[src/rtl/vga_obj_sched.sv]
// Frame-synchronous object configuration scheduler: software fills shadow registers and commits,
// and the active set is swapped atomically on the next vsync leading edge (or on timeout).
module vga_obj_sched #(
  parameter logic        VSYNC_POL = 1'b0,
  parameter int unsigned TIMEOUT   = 2000000,
  parameter logic [23:0] RST_COLOR = 24'h000000
) (
  input  logic        clk100,
  input  logic        rst,
  input  logic        wr_valid,
  output logic        wr_ready,
  input  logic [1:0]  wr_addr,
  input  logic [23:0] wr_data,
  input  logic        vga_vsync,
  output logic [23:0] obj_color,
  output logic [10:0] obj_x,
  output logic [9:0]  obj_y,
  output logic        pending,
  output logic        commit_done,
  output logic        timeout_flag,
  output logic [15:0] frame_cnt
);

  localparam int unsigned    CW   = (TIMEOUT > 1) ? $clog2(TIMEOUT) : 1;
  localparam logic [CW-1:0] TMAX = CW'(TIMEOUT - 1);

  typedef enum logic [1:0] {StIdle, StPending, StApply} state_t;

  state_t        r_state;
  logic          r_vsync_d;
  logic [CW-1:0] r_tcnt;
  logic [23:0]   r_sh_color, r_color;
  logic [10:0]   r_sh_x, r_x;
  logic [9:0]    r_sh_y, r_y;
  logic          r_pending, r_commit_done, r_timeout_flag;
  logic [15:0]   r_frame_cnt;
  logic          w_fe;
  logic          w_fire;

  assign w_fe     = (vga_vsync == VSYNC_POL) && (r_vsync_d != VSYNC_POL);
  assign wr_ready = (r_state == StIdle);
  assign w_fire   = wr_valid && wr_ready;

  always_ff @(posedge clk100) begin
    if (rst) begin
      r_state        <= StIdle;
      r_vsync_d      <= ~VSYNC_POL;
      r_tcnt         <= '0;
      r_sh_color     <= RST_COLOR;
      r_sh_x         <= '0;
      r_sh_y         <= '0;
      r_color        <= RST_COLOR;
      r_x            <= '0;
      r_y            <= '0;
      r_pending      <= 1'b0;
      r_commit_done  <= 1'b0;
      r_timeout_flag <= 1'b0;
      r_frame_cnt    <= '0;
    end else begin
      r_vsync_d     <= vga_vsync;
      r_commit_done <= 1'b0;
      if (w_fe) r_frame_cnt <= r_frame_cnt + 16'd1;
      case (r_state)
        StIdle: begin
          if (w_fire) begin
            case (wr_addr)
              2'd0: r_sh_color <= wr_data;
              2'd1: r_sh_x     <= wr_data[10:0];
              2'd2: r_sh_y     <= wr_data[9:0];
              default: begin
                if (wr_data[2]) r_timeout_flag <= 1'b0;
                // Immediate is only meaningful together with commit.
                if (wr_data[0]) begin
                  if (wr_data[1]) begin
                    r_state <= StApply;
                  end else begin
                    r_state   <= StPending;
                    r_pending <= 1'b1;
                  end
                end
              end
            endcase
          end
        end
        StPending: begin
          // A frame edge coinciding with expiry wins, so the flag stays clear.
          if (w_fe || (r_tcnt == TMAX)) begin
            r_state   <= StApply;
            r_pending <= 1'b0;
            if (!w_fe) r_timeout_flag <= 1'b1;
          end else begin
            r_tcnt <= r_tcnt + CW'(1);
          end
        end
        StApply: begin
          r_color       <= r_sh_color;
          r_x           <= r_sh_x;
          r_y           <= r_sh_y;
          r_commit_done <= 1'b1;
          r_tcnt        <= '0;
          r_state       <= StIdle;
        end
        default: r_state <= StIdle;
      endcase
    end
  end

  assign obj_color    = r_color;
  assign obj_x        = r_x;
  assign obj_y        = r_y;
  assign pending      = r_pending;
  assign commit_done  = r_commit_done;
  assign timeout_flag = r_timeout_flag;
  assign frame_cnt    = r_frame_cnt;

endmodule

[config.mk]
export PLATFORM = sky130hd
export DESIGN_NAME = vga_obj_sched
export DESIGN_NICKNAME = d
export VERILOG_FILES = /design/src/rtl/vga_obj_sched.sv
export SDC_FILE = /design/constraint.sdc
export NUM_CORES = 1
export LEC_CHECK = 0
export CORE_UTILIZATION = 35
export DETAILED_ROUTE_END_ITERATION = 8
export PLACE_DENSITY = 0.57
export SKIP_LAST_GASP = 1
export SLEW_MARGIN = 20
export SYNTH_ARGS = -nofsm -noshare
export SYNTH_HDL_FRONTEND = slang
export SYNTH_SLANG_ARGS = --single-unit
export TNS_END_PERCENT = 20
[constraint.sdc]
create_clock -name clk100 -period 2.5 [get_ports clk100]
set_clock_uncertainty 0.2 [all_clocks]
set_input_delay 0.5 -clock clk100 [delete_from_list [all_inputs] [get_ports clk100]]
set_output_delay 0.5 -clock clk100 [all_outputs]
set_load 0.05 [all_outputs]
==> results of run 1 <==
cell type report:
type / count / area, um^2 / area share, %
clock buffers: 20 / 447 / 6.28
clock inverters: 11 / 151 / 2.13
inverters: 2 / 7.51 / 0.106
multi-input cells: 451 / 2440 / 34.4
flip-flops and latches: 133 / 2660 / 37.4
well taps: 184 / 230 / 3.24
repair buffers: 120 / 1170 / 16.4
worst min-delay path by stage:
stage | from | to
floorplan | r_sh_x[10] | obj_x[10]
global placement | r_sh_x[7] | obj_x[7]
detailed placement | r_sh_color[13] | obj_color[13]
CTS | obj_x[7] | obj_x[7]
global route | r_sh_color[12] | r_sh_color[12]
finish | r_sh_color[12] | obj_color[12]
state kept, by name, summed over array words and instances, names as in the netlist, 10 cells and up:
| signal | count |
|---|---|
| frame_cnt | 16 |
| obj_color | 24 |
| obj_x | 11 |
| obj_y | 10 |
| r_sh_color | 24 |
| r_sh_x | 11 |
| r_sh_y | 10 |
| r_tcnt | 21 |
power by group through the flow:
stage	clock network [mW]	registers, mW	logic (mW)
4_1_cts	2.58	2.17	0.252
5_1_grt	2.69	2.17	0.269
6_report	2.53	2.17	0.249
3_3_place_gp	0	2.22	0.247
2_1_floorplan	0	2.23	0.117
3_5_place_dp	0	2.22	0.251
per-layer routing:
layer	vias up	GRT usage, %
met5	-	0
met4	0	6.24
met3	8	4.77
met2	81	28.7
met1	2238	22.3
li1	2349	-
metrics by stage:
| stage | utilization [%] | power, mW |
|---|---|---|
| 3_5_place_dp | 44.4 | 2.47 |
| 4_1_cts | 48.5 | 5.00 |
| 5_1_grt | 48.6 | 5.13 |
| 3_3_place_gp | 44.4 | 2.46 |
| 2_1_floorplan | - | 2.35 |
| 6_report | 48.6 | 4.95 |
cell usage after synthesis (2+ instances only):
cell                       number
sky130_fd_sc_hd__nor3b_1        2
sky130_fd_sc_hd__clkbuf_1      26
sky130_fd_sc_hd__mux2i_1       20
sky130_fd_sc_hd__o211ai_1       2
sky130_fd_sc_hd__o311ai_0       3
sky130_fd_sc_hd__nor3_2         2
sky130_fd_sc_hd__a31oi_1        2
sky130_fd_sc_hd__nor2b_1        2
sky130_fd_sc_hd__nand4b_1       2
sky130_fd_sc_hd__or3b_2         2
sky130_fd_sc_hd__or2_2          3
sky130_fd_sc_hd__a211oi_1       2
sky130_fd_sc_hd__a21oi_1       86
sky130_fd_sc_hd__xnor2_1        6
sky130_fd_sc_hd__or4_1         11
sky130_fd_sc_hd__o21ai_1        4
sky130_fd_sc_hd__o31ai_1        3
sky130_fd_sc_hd__and3_1         5
sky130_fd_sc_hd__buf_6          3
sky130_fd_sc_hd__buf_2          4
sky130_fd_sc_hd__nor4_1         4
sky130_fd_sc_hd__and4_1         4
sky130_fd_sc_hd__inv_1          2
sky130_fd_sc_hd__nor3_1         4
sky130_fd_sc_hd__nor2_1        42
sky130_fd_sc_hd__o21ai_0        4
sky130_fd_sc_hd__nand3_1       23
sky130_fd_sc_hd__xor2_1         8
sky130_fd_sc_hd__buf_1          5
sky130_fd_sc_hd__nand4_1        8
sky130_fd_sc_hd__dfxtp_1      133
sky130_fd_sc_hd__nand2_1      162
sky130_fd_sc_hd__nand2b_1       5
sky130_fd_sc_hd__nor4bb_1       2
sky130_fd_sc_hd__or3_1          7
sky130_fd_sc_hd__ha_1           2
kinds of logic after synthesis:
family | count (synthesis) | synth area share, %
and+or+nand+nor | 299 | 26.8
DFF | 133 | 50.4
AOI/OAI and AO/OA | 115 | 12.6
buffers and inverters | 41 | 3.65
muxes | 20 | 3.79
xor gates and xnor gates | 14 | 2.32
adders and majority gates | 2 | 0.474
timing repair:
item / in CTS / in global routing
gates resized for setup: 1 / 0
cloned: 0 / 1
setup endpoints to repair: 1 / 5
hold endpoints to repair: 0 / 0
buffers inserted: 0 / 0
pin swaps: 0 / 1
==> results.md, run 1 <==
- The run finished, with violations left.
- The final reports fail on design-rule violations.
- The share of Yosys cell area claimed by the top area cell type is 50.4%.
- The non-filler instance count after layout is 921.
- After the first detailed-routing iteration, the DRC count stood at 230.
- The die is 125 um wide.
- Combinational cells account for 5.0% of the total power.
- The cell count of the worst hold path is 2.
- Dividing the detail-routed wire length by the instance count gives approximately 15 um.
- The count of final max-slew check failures is 0.
- Across all register-to-register paths, the minimum setup slack is 0.13 ns.
- The post-route standard cell area excluding fillers is ~7100 um^2.
- STA puts the critical path data required time at ~1.8 ns.
- Entering global routing, the biggest net connects 54 pins.
- Counting every net in the synthesized netlist gives 656.
- The synthesized area per cell is around 8.5 um^2.
- For this configuration, the core starts out at a cell density of 36.1%.
- The Yosys step of the flow raised 0 warnings.
- For this block, the routed nets add up to 13400 um of wire.
- The number of antenna violations at the first check in global routing is 0.
- The detailed-routing iteration count for the pre-antenna-repair pass is 6.
- Walking the worst path, the cells encountered are clkdlybuf4s50_1.
- The worst setup path is launched from a flop.
- The setup slack at placement is -0.192 ns.
- VDD sags by at most 0.476 mV.
- In this run, distinct cell masters in the synthesized netlist total between 50 and 60.
- For this run, asynchronously set or reset flops after synthesis account for 0%.
- In this run the deepest clock path goes through 2 buffers.
- After detailed routing, the number of vias per cell comes to 5.08.
- The critical path in this run is classified as flop to output pin.
- In the layout the commonest cells are sky130_fd_sc_hd__nand2_1, sky130_fd_sc_hd__dfxtp_1, sky130_fd_sc_hd__clkdlybuf4s50_1.
- Hold is met by 0.252 ns.
- The die covers between 15000 and 20000 um^2.
- The worst register-to-register path begins at r_tcnt[8].
- STA classifies the critical path endpoint as an output pin.
- The launching element of the worst setup path is frame_cnt[3].
- Of the cells placed in the final design, the portion with a size suffix greater than 1 is 10.4%.
- At the pin with the least slew margin, the transition time is just over 0.7 ns.
- The synthesized design contains 0 enable-type register cells.
- For this run, the leading register cell type out of synthesis is sky130_fd_sc_hd__dfxtp_1.
- The power dissipated by switching net loads is 1.10 mW.
- The cell type contributing the most total cell area after synthesis is sky130_fd_sc_hd__dfxtp_1.
- The synthesized instance count is 624.
- Counting the buffers created by CTS gives 17.
- Summed over all nets, the half-perimeter wirelength after detailed placement is 9020 um.
- The final number of setup-violating endpoints is 0.
- The final clock period utilization by the worst path is 94.7%.
- The buffer type at the clock tree root is sky130_fd_sc_hd__clkbuf_16.
- The sequential fraction of the synthesis area is approximately half.
- Clock-pin slew was measured on the worst setup and hold paths at 0.06 ns.
- In this run the number of cells on the critical path is 1.
- The final critical delay including setup and external delays is ~2.4 ns.
- The count of endpoints failing hold in the final timing report was 0.
- At the worst endpoint, the arrival time is 1.67 ns.
- The relative max-transition margin is between 50% and 60%.
- The cell type of the slowest stage on the worst timing path is sky130_fd_sc_hd__clkdlybuf4s50_1.
- The number of cells on the worst reg-to-reg path is 6.
- The cell family with the largest share of critical-path delay is buffers and inverters.
- The number of core rows is 44.
- Counting both buffers and inverters, the worst setup path holds a total of 1.
- Once detail routing completed, the nets flagged for antenna violations numbered 0.
- In this run, post-CTS hold repair placed 0 buffers.
- After routing, the total negative slack on setup checks comes to 0 ns.
- The total overflow left after global routing is 0.
- In this run the cell area of the synthesized design comes to 5280 um^2.
- The highest routed metal layer is met4.
- In this run the power density over the cells is approximately 700 nW/um^2.
- The share of power burned in the clock network is about half.
- After the last flow step, the layout net total stands at about 760.
- Sorting the synthesized cells by area gives the leading types as sky130_fd_sc_hd__dfxtp_1, sky130_fd_sc_hd__nand2_1, sky130_fd_sc_hd__a21oi_1, sky130_fd_sc_hd__mux2i_1, sky130_fd_sc_hd__nor2_1.
- The clock latency at the later pin of the worst-skew pair is roughly 0.4 ns.
- The internal power of the cells totals roughly 3.9 mW.
- The stage delay of the slowest cell on the critical path is 0.84 ns.
- between 90 and 100 I/O pins were placed.
- In this run the worst setup path terminates at frame_cnt[3].
- Setup repair after global routing left no endpoint under its margin.
- The post-detailed-placement cell area is 6510 um^2.
- The detailed-routing wirelength on met1 is approximately 6500 um.
- At the end of routability-driven placement, the weighted congestion stood at 0.770.
- The aggregate global-route resource usage is 17.6%.
- Once routing completed, OpenROAD measured the worst setup slack at 0.133 ns.
- The via count of the first global-routing pass was around 4500.
- The count of input and output buffers is 94.
- Synthesis inferred approximately 130 register bits.
- TritonCTS built the clock tree.
- The die is between 100 and 150 um tall.
- Max-cap violations in this run came to 0.
- The classification of the worst-slack hold path is flop to flop.
- The leakage power of the design is roughly 2.5 nW.
- The antenna diode instance count is 0.
- After filler insertion, the fill cell instance count of the layout stands at 1424.
- The first-pass GRT wire length is between 20000 and 25000 um.
- The routed wire length on met3 is 553 um.
- The layout overhead on the synthesized area is 34.7%.
- The floorplan step defined a core boundary enclosing approximately 15000 um^2.
- The H-tree depth is 4.
- The endpoint of the most critical register-to-register path is r_tcnt[2].
- The timing-limited maximum frequency is around 0.42 GHz.
- The share of power burned in registers is between 40% and 50%.
- Once placement completed, the tool counted placed cells totaling 889.
- The total length of routed met2 wires is between 6000 and 7000 um.
- In this run switching power makes up 22.1% of total power.
- The final route contains 4676 vias.
- Leaving out fill and tap cells, the most frequent cell in the layout is sky130_fd_sc_hd__nand2_1.
- Along the worst path, the maximum fanout reaches 6.
- The DRC violation count after routing is 6.
- For this design, the sink count on the clock tree is 133.
No activity file was read; power rests on OpenSTA's default activity.
==> inputs of run 2 (changes only) <==
--- a/config.mk
+++ b/config.mk
@@ -5,9 +5,9 @@
 export SDC_FILE = /design/constraint.sdc
 export NUM_CORES = 1
 export LEC_CHECK = 0
-export CORE_UTILIZATION = 35
+export CORE_UTILIZATION = 52
 export DETAILED_ROUTE_END_ITERATION = 8
-export PLACE_DENSITY = 0.57
+export PLACE_DENSITY = 0.79
 export SKIP_LAST_GASP = 1
 export SLEW_MARGIN = 20
 export SYNTH_ARGS = -nofsm -noshare
==> run 2 against run 1 <==
Against the previous run: final cell count down 6.1%; register-to-register slack improved by 0.06 ns; routed wire length fell by 1.9%; via count grew 3.1%; combinational power increased by 2%; sequential share of layout area is 0.44 points higher; flip-flop and latch count unchanged; worst setup slack lost 0.12 ns; cell area decreased by 1.2%; sequential power about the same; the run now ends clean; die area fell by 32%.
==> results.md, run 2 (same netlist as run 1, synthesis figures left out) <==
- The height of the chip is 103 um (-18%).
- The maximum count of clock buffers along a single path is 2 (unchanged).
- The critical path ends at frame_cnt[7].
- The kind of end point of the critical path is an output pin.
- The H-tree depth is 4 (unchanged).
- The required time of the critical path came to 1.80 ns (about the same).
- The timing-limited maximum frequency came to 0.401 GHz (-5.0%).
- The remaining global-route overflow is 0 (unchanged).
- The relative max-transition margin is 54.8% (+2.4 points).
- The final number of setup-violating endpoints is 0 (unchanged).
- The pin count of the biggest net entering global routing came to 80 (+48%).
- The count of endpoints failing hold in the final timing report is 0 (unchanged).
- The area growth from synthesis to layout is 33.1%.
- The number of setup buffers added after CTS is 0 (unchanged).
- The number of vias in the routed layout is 4820 (+3.1%).
- The via count of the first global-routing pass is 4559 (+2.1%).
- The stage delay of the slowest cell on the critical path is 0.84 ns (about the same).
- The final critical delay including setup and external delays was 2.49 ns (+0.124 ns).
- The detailed-routing iteration count for the pre-antenna-repair pass is 4 (-2).
- The total power of the final layout was 4.95 mW (about the same).
- The clock-pin slew on the worst setup and hold paths came to 0.07 ns (about the same).
- The non-filler instance count after layout came to 865 (-6.1%).
- The flop-to-flop setup slack is 0.19 ns (+0.06 ns).
- The measured slew at the worst slew-check pin is 0.676 ns (-0.0365 ns).
- The top-level port count was 95 (unchanged).
- The setup slack at placement is -0.141 ns (+0.0517 ns).
- The classification of the worst-slack hold path is flop to flop.
- The signal on the critical path passes through clkdlybuf4s50_1.
- The sequential standard cell area is 2660 um^2 (unchanged).
- The worst register-to-register path ends at r_tcnt[6].
- Setup repair after global routing could not meet its margin everywhere.
- The cell type of the slowest stage on the worst timing path is sky130_fd_sc_hd__clkdlybuf4s50_1.
- The number of buffers and inverters on the critical path came to 1 (unchanged).
- The aggregate global-route resource usage is 26.0% (+8.4 points).
- The biggest fanout along the worst timing path is 6 (unchanged).
- The startpoint identified for the worst register-to-register timing path is r_tcnt[11].
- The initial core utilization came to 53.8% (+18 points).
- The TritonCTS clock tree is yes.
- The post-detailed-placement cell area is 6420 um^2 (-1.3%).
- The layout net count is 751 (-0.79%).
- The run finished with clean final reports.
- The count of final max-slew check failures is 0 (unchanged).
- The kind of cell with the highest combined delay along the critical path is buffers and inverters.
- The critical path is of the flop to output pin type.
- The antenna diode instance count is 0 (unchanged).
- The post-route standard cell area excluding fillers is 7030 um^2 (-1.2%).
- The leakage power of the design is 2.53 nW (+0.70%).
- The via density per instance is 5.57 (+9.8%).
- The clock sink total is 133 (unchanged).
- The count of input and output buffers came to 94 (unchanged).
- The first-pass GRT wire length was 21200 um (-3.4%).
- The number of filler instances in the final layout is 808 (-43%).
- The beginning of the worst hold path is r_sh_color[9].
- The fraction of layout cells with a size suffix above 1 is 10.2% (-0.20 points).
- The number of cells in the design after placement was 832 (-6.4%).
- The iteration-0 DRC count of the detailed router is 191 (-17%).
- The total stage count of the critical path is 1 (unchanged).
- The kind of start point of the critical path is a flop.
- The number of buffers added by the clock tree synthesis step was 17 (unchanged).
- The number of cells on the worst reg-to-reg path is 6 (unchanged).
- The cts-stage hold buffer count is 0 (unchanged).
- The root buffer cell chosen for the clock tree is sky130_fd_sc_hd__clkbuf_8.
- The number of core rows is 36 (-18%).
- The peak ir drop on the vdd network is 0.457 mV (-4.1%).
- The launching element of the worst setup path is frame_cnt[7].
- The routability congestion estimate from global placement is 0.840 (+9.1%).
- The number of antenna violations at the first check in global routing is 0 (unchanged).
- The clock latency at the later pin of the worst-skew pair is 0.53 ns (+0.12 ns).
- The count of antenna-violating nets left after detailed routing came to 0 (unchanged).
- The library cell used most frequently in the layout, excluding fill and tap cells, is sky130_fd_sc_hd__nand2_1.
- The number of maximum-capacitance constraint violations was 0 (unchanged).
- The final clock period utilization by the worst path is 99.7% (+5.0 points).
- The floorplan core area is 9820 um^2 (-33%).
- The DRC violation count after routing is 0 (-6).
- The area of the die came to 10600 um^2 (-32%).
- The top cell types in the final layout, fill and taps aside, are sky130_fd_sc_hd__nand2_1, sky130_fd_sc_hd__dfxtp_1, sky130_fd_sc_hd__clkdlybuf4s50_1.
- The power per cell area is 703 nW/um^2 (+1.1%).
- The wire length per cell after detailed routing was 15.2 um (+4.4%).
- The post-route worst setup slack is 0.00858 ns (-0.124 ns).
- The arrival time of the worst setup path came to 1.79 ns (+0.12 ns).
- The total length of routed wires was 13200 um (-1.9%).
- The footprint of the multi-input gates came to 2440 um^2 (unchanged).
- The horizontal die dimension was 103 um (-18%).
- The half-perimeter wire length after placement is 8370 um (-7.2%).
==> run 2: timing repair <==
item | in CTS | in global routing
gates cloned | 0 | 1
resized for setup | 1 | 1
pin swaps | 0 | 1
endpoints found under the setup margin | 4 | 11
==> run 2: cell type report <==
class,instances,share of cell area [%]
clock buffers,19,6.28
repair buffers,114,16.4
multi-input cells,451,34.8
well taps,133,2.37
inverters,2,0.107
flip-flops and latches,133,37.9
clock inverters,13,2.24
==> run 2: worst min path at each step <==
stage | endpoint | slack, ns | depth (start not counted)
6_report | obj_color[9] | 0.25 | 2
5_1_grt | r_sh_color[6] | 0.27 | 2
4_1_cts | frame_cnt[12] | 0.24 | 2
3_5_place_dp | obj_color[16] | 0.25 | 2
3_3_place_gp | obj_color[18] | 0.24 | 2
2_1_floorplan | obj_x[10] | 0.23 | 2
==> run 2: where the power goes <==
part | internal, mW | total (mW) | switching, mW
Combinational | 0.109 | 0.255 | 0.146
Clock | 1.50 | 2.52 | 1.02
Sequential | 2.15 | 2.17 | 0.0200
==> run 2: per-layer routing <==
| layer | track usage [%] | vias up | share of wire (%) | wire (um) |
|---|---|---|---|---|
| met5 | 0 | - | 0 | 0 |
| met4 | 8.23 | 0 | 1.6 | 209 |
| met3 | 6.03 | 23 | 4.5 | 599 |
| met2 | 43.6 | 120 | 49 | 6480 |
| met1 | 33.2 | 2344 | 45 | 5880 |
| li1 | - | 2333 | - | - |
==> run 2: per-stage QoR <==
step,TNS (ns),utilization [%],hold WS [ns]
floorplan,0,-,0.232
global placement,-2.38,65.4,0.237
detailed placement,-2.61,65.4,0.246
CTS,-0.0281,71.5,0.238
global route,-0.136,71.6,0.268
finish,0,71.6,0.250
==> inputs of run 3 (changes only) <==
--- a/config.mk
+++ b/config.mk
@@ -5,9 +5,10 @@
 export SDC_FILE = /design/constraint.sdc
 export NUM_CORES = 1
 export LEC_CHECK = 0
-export CORE_UTILIZATION = 52
+export CORE_UTILIZATION = 55
 export DETAILED_ROUTE_END_ITERATION = 8
-export PLACE_DENSITY = 0.79
+export DONT_BUFFER_PORTS = 1
+export PLACE_DENSITY = 0.7
 export SKIP_LAST_GASP = 1
 export SLEW_MARGIN = 20
 export SYNTH_ARGS = -nofsm -noshare
==> run 3 against run 2 <==
Against the previous run: utilization up 0.23 points; count of clock-buffer cells in the layout down 1; worst setup slack better by 0.0081 ns; largest power group unchanged; highest routed layer unchanged.
==> results.md, run 3 (same netlist as run 1, synthesis figures left out) <==
- The flow ran to the end, and the final reports show no timing, DRC or antenna violations.
- The number of core rows came to 35 (-2.8%).
- The first-pass GRT wire length came to 21300 um (+0.16%).
- The number of maximum-capacitance constraint violations is 0 (unchanged).
- The peak ir drop on the vdd network is 0.542 mV (+19%).
- The total stage count of the critical path is 6 (+5).
- The horizontal die dimension is 100 um (-2.7%).
- The post-route worst setup slack is 0.0167 ns (+0.00811 ns).
- Tracing the worst setup path back leads to its startpoint at r_state[1].
- The number of buffers and inverters on the critical path was 2 (+1).
- The final clock period utilization by the worst path is 99.3% (-0.32 points).
- The critical path is of the flop to flop type.
- The count of endpoints failing hold in the final timing report is 0 (unchanged).
- The worst-case hold slack came to 0.00584 ns (-0.244 ns).
- The stage delay of the slowest cell on the critical path is 0.57 ns (-0.27 ns).
- TritonCTS built the clock tree.
- The most common cell after layout, fill and taps aside is sky130_fd_sc_hd__nand2_1.
- The critical path ends at r_sh_color[11].
- The setup slack at placement came to 0.236 ns (+0.376 ns).
- The pin count of the biggest net entering global routing is 99 (+24%).
- The final standard cell utilization of the core is 71.8% (+0.23 points).
- The number of vias in the routed layout came to 4654 (-3.4%).
- The floorplan core area is 9280 um^2 (-5.5%).
- The sum of negative setup slack is 0 ns (unchanged).
- The top-level port count is 95 (unchanged).
- The fraction of layout cells with a size suffix above 1 was 11.7% (+1.5 points).
- Traced cell by cell, the critical path runs through or3b_1, or3_1, buf_4, nand2_1, a21oi_1, dlygate4sd3_1.
- The half-perimeter wire length after placement is 7690 um (-8.1%).
- The layout overhead on the synthesized area is 26.3%.
- The number of cells on the worst reg-to-reg path is 6 (unchanged).
- The H-tree depth was 4 (unchanged).
- The kind of end point of the critical path is a flop.
- The routability congestion estimate from global placement came to 0.816 (-2.8%).
- The number of cells in the design after placement was 739 (-11%).
- The number of buffers added by the clock tree synthesis step is 17 (unchanged).
- The classification of the worst-slack hold path is input port to flop.
- The iteration-0 DRC count of the detailed router is 234 (+23%).
- The aggregate global-route resource usage is 27.2% (+1.2 points).
- The count of final max-slew check failures came to 0 (unchanged).
- The required time of the critical path is 2.70 ns (+0.90 ns).
- The power per cell area is 733 nW/um^2 (+4.2%).
- The clock sink total is 133 (unchanged).
- The remaining global-route overflow is 0 (unchanged).
- The via count of the first global-routing pass is 4450 (-2.4%).
- The cell family with the largest share of critical-path delay is simple AND/OR/NAND/NOR gates.
- The startpoint of the worst-slack reg-to-reg timing path is r_state[1].
- The count of antenna-violating nets left after detailed routing was 0 (unchanged).
- The flop-to-flop setup slack is 0.02 ns (-0.17 ns).
- In the layout the commonest cells are sky130_fd_sc_hd__nand2_1, sky130_fd_sc_hd__dfxtp_1, sky130_fd_sc_hd__a21oi_1.
- The clock-pin slew on the worst setup and hold paths came to 0.06 ns (about the same).
- The detailed-routing iteration count for the pre-antenna-repair pass is 4 (unchanged).
- The biggest fanout along the worst timing path was 24 (+18).
- The non-filler instance count after layout came to 830 (-4.0%).
- The arrival time of the worst setup path is 2.68 ns (+0.89 ns).
- The total length of routed wires is 13200 um (+0.27%).
- Setup repair after global routing could not meet its margin everywhere.
- STA classifies the critical path startpoint as a flop.
- The buffer type at the clock tree root is sky130_fd_sc_hd__clkbuf_8.
- The DRC violation count after routing was 0 (unchanged).
- The leakage power of the design is 2.51 nW (-0.66%).
- The final critical delay including setup and external delays is 2.48 ns (-0.00811 ns).
- The initial core utilization is 56.9% (+3.1 points).
- The slowest stage of the critical path belongs to the cell sky130_fd_sc_hd__dlygate4sd3_1.
- The clock latency at the later pin of the worst-skew pair is 0.51 ns (-0.02 ns).
- The endpoint of the most critical register-to-register path is r_sh_color[11].
- The via density per instance is 5.61 (+0.63%).
- The number of antenna violations at the first check in global routing was 1 (+1).
- The measured slew at the worst slew-check pin was 0.640 ns (-0.0360 ns).
- The area of the die is 10000 um^2 (-5.4%).
- The timing-limited maximum frequency is 0.403 GHz (+0.33%).
- The layout net count is 720 (-4.1%).
- The maximum count of clock buffers along a single path came to 2 (unchanged).
- The final number of setup-violating endpoints is 0 (unchanged).
- The relative max-transition margin is 57.2% (+2.4 points).
- The count of input and output buffers was 0 (-100%).
- The wire length per cell after detailed routing is 15.9 um (+4.5%).
- The height of the chip is 100 um (-2.7%).
[run 3: changes by cell type in the layout (fill, tap and decap cells not counted), sizes merged]
cell           change
buf                +8
bufinv             +1
clkbuf             -1
clkdlybuf4s50     -90
clkinv             +3
diode              +1
dlygate4sd2        -1
dlygate4sd3       +54
dlymetal6s2s       -1
inv                -4
o21ai              -1
[run 3: how the worst min path moves through the flow]
stage / from / to / slack, ns / cells past startpoint
final: rst / r_tcnt[17] / 0.006 / 2
after floorplan: r_sh_x[10] / obj_x[10] / 0.23 / 2
after CTS: rst / r_tcnt[17] / 0.0003 / 2
after global placement: r_sh_color[12] / obj_color[12] / 0.23 / 2
after global routing: rst / r_tcnt[17] / 0.02 / 2
after detailed placement: r_sh_x[6] / obj_x[6] / 0.24 / 2
[run 3: power breakdown]
group          switching [mW]  internal (mW)
combinational           0.122         0.0882
sequential             0.0309           2.15
clock                   0.941           1.55
total                    1.09           3.79
[run 3: metal layers]
layer | track usage [%] | vias to the layer above | part of all wire, % | wire, um
met5 | 0 | - | 0 | 0
li1 | - | 2268 | - | -
met1 | 34.3 | 2233 | 43 | 5730
met2 | 43.2 | 139 | 48 | 6360
met4 | 11.1 | 0 | 1.2 | 155
met3 | 8.70 | 14 | 7.3 | 967
[run 3: final cells by class]
cell class	instances	area, um^2
clock inverters	13	173
clock buffers	18	428
repair buffers	84	790
well taps	129	161
fillers	706	2620
multi-input cells	450	2440
inverters	2	7.51
diodes	1	2.50
flip-flops and latches	133	2660
[run 3: per-stage QoR]
step | instance area (um^2) | power [mW]
after global placement | 5460 | 2.35
after global routing | 6670 | 5.04
after floorplan | 5280 | 2.35
final | 6670 | 4.89
after detailed placement | 5460 | 2.35
after CTS | 6630 | 4.91
[run 3: what timing repair did]
| item | CTS | global route |
|---|---|---|
| hold buffers | 55 | 0 |
| setup endpoints to repair | 0 | 20 |
| hold endpoints to repair | 123 | 0 |
| buffers inserted | 0 | 4 |
| gates resized for setup | 0 | 2 |
[run 3: worst reg2reg max path, cell delays in order, from the launching register on]
cell and delay (ns):
sky130_fd_sc_hd__dfxtp_1 0.37, sky130_fd_sc_hd__or3b_1 0.50, sky130_fd_sc_hd__or3_1 0.34, sky130_fd_sc_hd__buf_4 0.23, sky130_fd_sc_hd__nand2_1 0.10, sky130_fd_sc_hd__a21oi_1 0.06, sky130_fd_sc_hd__dlygate4sd3_1 0.57
